<file path="config.mk">
export PLATFORM = sky130hd
export DESIGN_NAME = k_sync2_w2r_rempty
export DESIGN_NICKNAME = d
export VERILOG_FILES = /design/src/rtl/k_sync2_w2r_rempty.sv
export SDC_FILE = /design/constraint.sdc
export NUM_CORES = 1
export LEC_CHECK = 0
export ABC_CLOCK_PERIOD_IN_PS = 1700
export CAP_MARGIN = 20
export CORE_ASPECT_RATIO = 0.9
export CORE_MARGIN = 10
export CORE_UTILIZATION = 39
export CTS_CLUSTER_SIZE = 10
export DETAILED_ROUTE_END_ITERATION = 7
export PLACE_DENSITY = 0.72
export SLEW_MARGIN = 10
export SYNTH_ARGS = -nofsm -noshare
export SYNTH_HDL_FRONTEND = slang
export SYNTH_SLANG_ARGS = --single-unit
</file>
<file path="constraint.sdc">
create_clock -name rclk -period 1.7 [get_ports rclk]
set_input_delay 0.17 -clock rclk [delete_from_list [all_inputs] [get_ports rclk]]
set_output_delay 0.17 -clock rclk [all_outputs]
set_load 0.1 [all_outputs]
</file>
<file path="src/rtl/k_sync2_w2r_rempty.sv">
// Read-domain half of a dual-clock FIFO: write-pointer synchronizer, read pointer and empty flag.
// Define K_W2R_RLEVEL_EN to add the rlevel fill-level output.
module k_sync2_w2r_rempty #(
  parameter int unsigned addr_size = 4
) (
  input  logic                 rclk,
  input  logic                 rrst,
  input  logic                 rinc,
  input  logic [addr_size:0]   wptr,
  output logic [addr_size:0]   rq2_wptr,
  output logic [addr_size:0]   rptr,
  output logic [addr_size-1:0] raddr,
  output logic                 rempty,
  output logic                 rundf
`ifdef K_W2R_RLEVEL_EN
  ,
  output logic [addr_size:0]   rlevel
`endif
);

  logic [addr_size:0] rq1_wptr_q;
  logic [addr_size:0] rbin_q;
  logic               rpop;
  logic [addr_size:0] rbinnext;
  logic [addr_size:0] rgraynext;
  logic               rempty_d;
  logic               rundf_d;

  always_comb begin
    rpop      = rinc & ~rempty;
    rbinnext  = rbin_q + {{addr_size{1'b0}}, rpop};
    rgraynext = (rbinnext >> 1) ^ rbinnext;
    // Compare all addr_size+1 bits so a full FIFO never reads as empty
    rempty_d  = (rgraynext == rq2_wptr);
    rundf_d   = rundf | (rinc & rempty);
  end

  // Plain two-flop synchronizer; nothing may sit between the stages
  always_ff @(posedge rclk) begin
    if (rrst) begin
      rq1_wptr_q <= '0;
      rq2_wptr   <= '0;
    end else begin
      rq1_wptr_q <= wptr;
      rq2_wptr   <= rq1_wptr_q;
    end
  end

  always_ff @(posedge rclk) begin
    if (rrst) begin
      rbin_q <= '0;
      rptr   <= '0;
      rempty <= 1'b1;
      rundf  <= 1'b0;
    end else begin
      rbin_q <= rbinnext;
      rptr   <= rgraynext;
      rempty <= rempty_d;
      rundf  <= rundf_d;
    end
  end

  assign raddr = rbin_q[addr_size-1:0];

`ifdef K_W2R_RLEVEL_EN
  logic [addr_size:0] wbin_s;

  always_comb begin
    wbin_s            = '0;
    wbin_s[addr_size] = rq2_wptr[addr_size];
    for (int i = int'(addr_size) - 1; i >= 0; i--) begin
      wbin_s[i] = wbin_s[i+1] ^ rq2_wptr[i];
    end
  end

  // Lags the writer by the synchronizer delay, so it never over-reports
  always_ff @(posedge rclk) begin
    if (rrst) begin
      rlevel <= '0;
    end else begin
      rlevel <= wbin_s - rbinnext;
    end
  end
`endif

endmodule

</file>
==> results.yml, run 1 <==
timing:
  final_hold_viol_count: 0
  finClkSkew_ns: 0.00583
  tns_ns: 0
  report.final.slew_viol_count: 0
  slew_headroom_pct: 81.4
  worst_slack_ns: 0.0979
  max_freq_mhz: 624
  setup_viol: 0
  worstMarginPinSlew_ns: 0.282
  layout_min_cycle_time_ns: 1.60
  grt_setup_unrepaired: "no"
  final.period_utilization_pct: 94.2
synth:
  syn_avg_cell_area_um2: 10.4
  synth_cells: 74
  ys_seq_elements: 21
  yosysWarnings: 0
  synth_cell_type_count: 16
  netlist_area_um2: 771
  seq_area_frac_synth_pct: 54.5
  syn_nets: 84
placed_design:
  post_dp_cell_area_um2: 1100
  dp_cells: 125
  pre_cts_slack_ns: -0.352
  port_buffers: 23
  hpwl_um: 1190
  gp_congestion: 0.847
die:
  die_y_um: 62.2
  core.rowCount: 15
  io_pins: 24
  core_area_um2: 1900
  die_w_um: 66.9
  start_util_pct: 40.7
  die-area_um2: 4160
finish:
  drive_gt1_share_pct: 37.4
  final_common_cell: "buf_4"
  diodes: 0
  finalNetCount: 118
  final_area_um2: 1180
  finish.utilization_pct: 62.2
  final_cell_mix: "buf_4, dfxtp_1, nor2b_1"
  final_cells: 132
  areaGrowthSynthToFinish_pct: 53.1
worst_setup_path:
  arrival_ns: 1.80
  crit_path_end_kind: "register"
  critPathRequiredTime_ns: 1.90
  start_kind: "register"
  cpMaxStageDelayCell: "dfxtp_4"
  cpPeakStageDelay_ns: 0.38
  path_cells: "nor2b_4 > ha_4 > ha_4 > nor2b_2 > a22oi_2 > o31ai_2 > xnor2_1 > a41o_1"
  crit_path_frequent_cell: "ha_4"
  cp_max_fo: 4
  crit_type: "register to register"
pwr:
  p_leak_uw: 0.000497
  power_frac_comb_pct: 25.4
  switching_share_pct: 32.5
  power_density_nw_per_um2: 873
  pwr-share-clk_pct: 22.7
  power.switching_uw: 334
  irDropWorstVdd_uv: 485
  p_int_uw: 696
  pwr-share-seq_pct: 51.8
global_route:
  grt_use_total_pct: 7.09
  overflow: 0
  grt_pass1_wl_um: 2390
  grt_pass1_vias: 552
  grt_max_degree: 12
  antenna_found_initial: 0
route:
  drtAntennaViolNets: 0
  viasPerCell: 4.28
  dr_total_vias: 565
  dr.pass1.iters: 2
  drc: 0
  drt-initial-drc-count: 6
  wl_um: 1460
  wire_per_inst_um: 11.1
clock_network:
  cts_buffers: 3
  clk-insertion-delay-late_ns: 0.30
  cts_hold_buf: 0
  h-tree-depth: 1
  cts-root-buf: "clkbuf_4"
  cts_max_path_buffers: 2
  cts_tree: "built"
  path_clk_slew_ns: 0.11
  clock_sinks: 21
job:
  drv_cap: 0
run_status:
  outcome: "finished, final reports clean"
hold_path:
  holdCritPathClass: "input pin to register"
## cell type report
| cell class | instances | area [µm²] |
|---|---|---|
| inverters | 1 | 3.75 |
| multi-input cells | 50 | 384 |
| clock buffers | 4 | 26.3 |
| well taps | 25 | 31.3 |
| fillers | 157 | 716 |
| flip-flops and latches | 21 | 432 |
| repair buffers | 31 | 303 |
## per-stage QoR
stage	power, µW	hold slack, ns
3_5_place_dp	796	0.428
5_1_grt	1070	0.195
2_1_floorplan	728	0.242
4_1_cts	1030	0.402
3_3_place_gp	794	0.417
6_report	1030	0.169
## logic make-up after synthesis
logic type	after synthesis	synth area share, %
XOR/XNOR	14	15.9
adder cells (fa/ha/maj)	2	3.25
flip-flops	21	54.5
AO/OA/AOI/OAI	5	5.19
AND/OR/NAND/NOR	29	19.6
buffers and inverters	3	1.46
## worst paths after layout
path                  from          end  slack [ns]  depth (start not counted)
max                 rempty       rempty         0.1                          8
min                   rinc        rundf        0.17                          3
max reg2reg         rempty       rempty         0.1                          8
min reg2reg  rq1_wptr_q[4]  rq2_wptr[4]        0.45                          1
## cell usage after synthesis, drive strengths merged
| library cell | n | area [µm²] |
|---|---|---|
| dfxtp | 21 | 420 |
| nor2b | 15 | 96.3 |
| nor2 | 8 | 30.0 |
| xnor2 | 7 | 61.3 |
| xor2 | 7 | 61.3 |
| nand2 | 4 | 15.0 |
| clkbuf | 2 | 7.51 |
| ha | 2 | 25.0 |
| nand3 | 2 | 10.0 |
| a21oi | 1 | 5.00 |
| a22oi | 1 | 7.51 |
| a41o | 1 | 10.0 |
| inv | 1 | 3.75 |
| o21ai | 1 | 5.00 |
| o31ai | 1 | 12.5 |
## sequential cells by signal (all words and copies together) (netlist names)
name        count
rundf           1
rptr            5
rbin_q          4
rq2_wptr        5
rq1_wptr_q      5
rempty          1
## worst max-delay path, delay by kind of cell, from the launching register on
family	cells	cell delay (ns)
AO/OA/AOI/OAI	3	0.50
flip-flops	1	0.38
adder cells (fa/ha/maj)	2	0.31
AND/OR/NAND/NOR	2	0.18
XOR/XNOR	1	0.13
## power groups by stage
| stage | clock network, µW | logic (µW) | registers, µW |
|---|---|---|---|
| final | 234 | 262 | 534 |
| after global routing | 259 | 276 | 537 |
| after CTS | 242 | 255 | 531 |
| after detailed placement | 0 | 253 | 542 |
| after global placement | 0 | 252 | 542 |
| after floorplan | 0 | 56.2 | 672 |
## timing repair
item	in CTS	in global routing
gates resized for setup	1	4
hold endpoints to repair	0	0
pin swaps	1	3
endpoints found under the setup margin	1	1
setup buffers	1	2
## routing by layer
layer / vias up / track usage (%) / wire, µm
met5: - / 0 / 0
met4: 0 / 3.08 / 14
met3: 2 / 4.12 / 140
met2: 18 / 10.7 / 682
met1: 248 / 7.82 / 620
li1: 297 / - / -
No activity file was read; power rests on OpenSTA's default activity.
==> run 2, diff against run 1 <==
- RECOVER_POWER: default -> 50
==> run 2 against run 1 <==
Effect of this change:
- first-iteration DRC count is the same
- count of clock-buffer cells in the layout unchanged
- sequential share of layout area is 0.43 points higher
- largest power group unchanged
- total power is 0.51% lower
- clock power about the same
- setup slack about the same
- register-to-register slack hardly changed
- cell area fell by 1.2%
==> results.yml, run 2 (synthesized netlist as in run 1, its figures left out) <==
route:
  drc: 0
  drtAntennaViolNets: 0
  drt-initial-drc-count: 6
  wire_per_inst_um: 11.0
  dr.pass1.iters: 2
  viasPerCell: 4.28
  dr_total_vias: 565
  wl_um: 1460
pwr:
  power_density_nw_per_um2: 879
  p_leak_uw: 0.000490
  irDropWorstVdd_uv: 487
worst_setup_path:
  crit_type: "register to register"
  cpMaxStageDelayCell: "dfxtp_4"
  arrival_ns: 1.80
  crit_path_end_kind: "register"
  cpPeakStageDelay_ns: 0.38
  cp_max_fo: 4
  crit_path_frequent_cell: "ha_4"
  path_cells: "nor2b_4 > ha_4 > ha_4 > nor2b_2 > a22oi_2 > o31ai_2 > xnor2_1 > a41o_1"
  critPathRequiredTime_ns: 1.90
  start_kind: "register"
global_route:
  overflow: 0
  grt_max_degree: 12
  grt_pass1_vias: 552
  grt_use_total_pct: 7.09
  grt_pass1_wl_um: 2390
  antenna_found_initial: 0
timing:
  slew_headroom_pct: 63.8
  finClkSkew_ns: 0.00472
  final_hold_viol_count: 0
  setup_viol: 0
  worstMarginPinSlew_ns: 0.545
  max_freq_mhz: 624
  final.period_utilization_pct: 94.2
  grt_setup_unrepaired: "no"
  report.final.slew_viol_count: 0
  layout_min_cycle_time_ns: 1.60
  worst_slack_ns: 0.0979
  holdWs_ns: 0.171
finish:
  finish.utilization_pct: 61.5
  finalNetCount: 118
  final_cell_mix: "dfxtp_1, buf_4, nor2b_1"
  final_cells: 132
  diodes: 0
  final_common_cell: "dfxtp_1"
  areaGrowthSynthToFinish_pct: 51.3
  drive_gt1_share_pct: 36.4
  largestRegisters: "rptr (5), rq1_wptr_q (5), rq2_wptr (5)"
  fillCellCount: 157
die:
  io_pins: 24
  die_w_um: 66.9
  start_util_pct: 40.7
  die-area_um2: 4160
  core_area_um2: 1900
  core.rowCount: 15
  die_y_um: 62.2
placed_design:
  port_buffers: 23
  hpwl_um: 1190
  pre_cts_slack_ns: -0.352
  gp_congestion: 0.847
  dp_cells: 125
clock_network:
  h-tree-depth: 1
  clk-insertion-delay-late_ns: 0.30
  clock_sinks: 21
  cts-root-buf: "clkbuf_4"
  cts_max_path_buffers: 2
  cts_buffers: 3
  cts_tree: "built"
  path_clk_slew_ns: 0.11
job:
  drv_cap: 0
run_status:
  outcome: "finished, final reports clean"
hold_path:
  holdCritPathClass: "input pin to register"
run 2: cell type report:
| cell class | instances | area (µm²) | share of cell area (%) |
|---|---|---|---|
| flip-flops and latches | 21 | 432 | 37.0 |
| multi-input cells | 50 | 384 | 32.9 |
| repair buffers | 31 | 289 | 24.8 |
| well taps | 25 | 31.3 | 2.68 |
| clock buffers | 4 | 26.3 | 2.25 |
| inverters | 1 | 3.75 | 0.322 |
run 2: where the power goes:
group / internal [µW] / total (µW) / leakage (µW) / switching (µW)
registers: 518 / 534 / 0.000175 / 15.8
clock network: 91.3 / 233 / 0.0000150 / 142
logic: 82.5 / 258 / 0.000300 / 176
run 2: final timing paths:
kind                 startpoint     endpoint  cells after the start  slack, ns
setup / recovery         rempty       rempty                      8        0.1
hold / removal             rinc        rundf                      3       0.17
setup reg to reg         rempty       rempty                      8        0.1
hold reg to reg   rq1_wptr_q[2]  rq2_wptr[2]                      1       0.45
run 2: metal layers:
metal | vias to the layer above | global-route usage (%) | part of all wire [%]
met4 | 0 | 3.08 | 0.96
li1 | 297 | - | -
met1 | 248 | 7.82 | 42
met3 | 2 | 4.12 | 9.6
met5 | - | 0 | 0
met2 | 18 | 10.7 | 47
run 2: metrics by stage:
stage          instance area, µm²  total power (µW)  setup TNS, ns
2_1_floorplan                 797               728        -0.0820
3_3_place_gp                 1100               794         -0.585
3_5_place_dp                 1100               796         -0.839
4_1_cts                      1140              1030              0
5_1_grt                      1170              1070              0
6_report                     1170              1020              0
run 2: critical path, delay by kind of cell, from the launching register on:
| family | cells | cell delay, ns |
|---|---|---|
| DFF | 1 | 0.38 |
| xor gates and xnor gates | 1 | 0.13 |
| and+or+nand+nor | 2 | 0.18 |
| adders and majority gates | 2 | 0.31 |
| AOI/OAI and AO/OA | 3 | 0.50 |
run 2: what timing repair did:
action                     in CTS  in global routing
hold buffers                    0                  0
setup endpoints to repair       1                  1
cloned                          0                  0
pin swaps                       1                  3
gates resized for setup         1                  4
setup buffers                   1                  2
==> run 3, diff against run 2 <==
- SLEW_MARGIN: 10 -> default
==> results of run 3 <==
No change in the layout: final DEF, timing and power equal those of run 2.
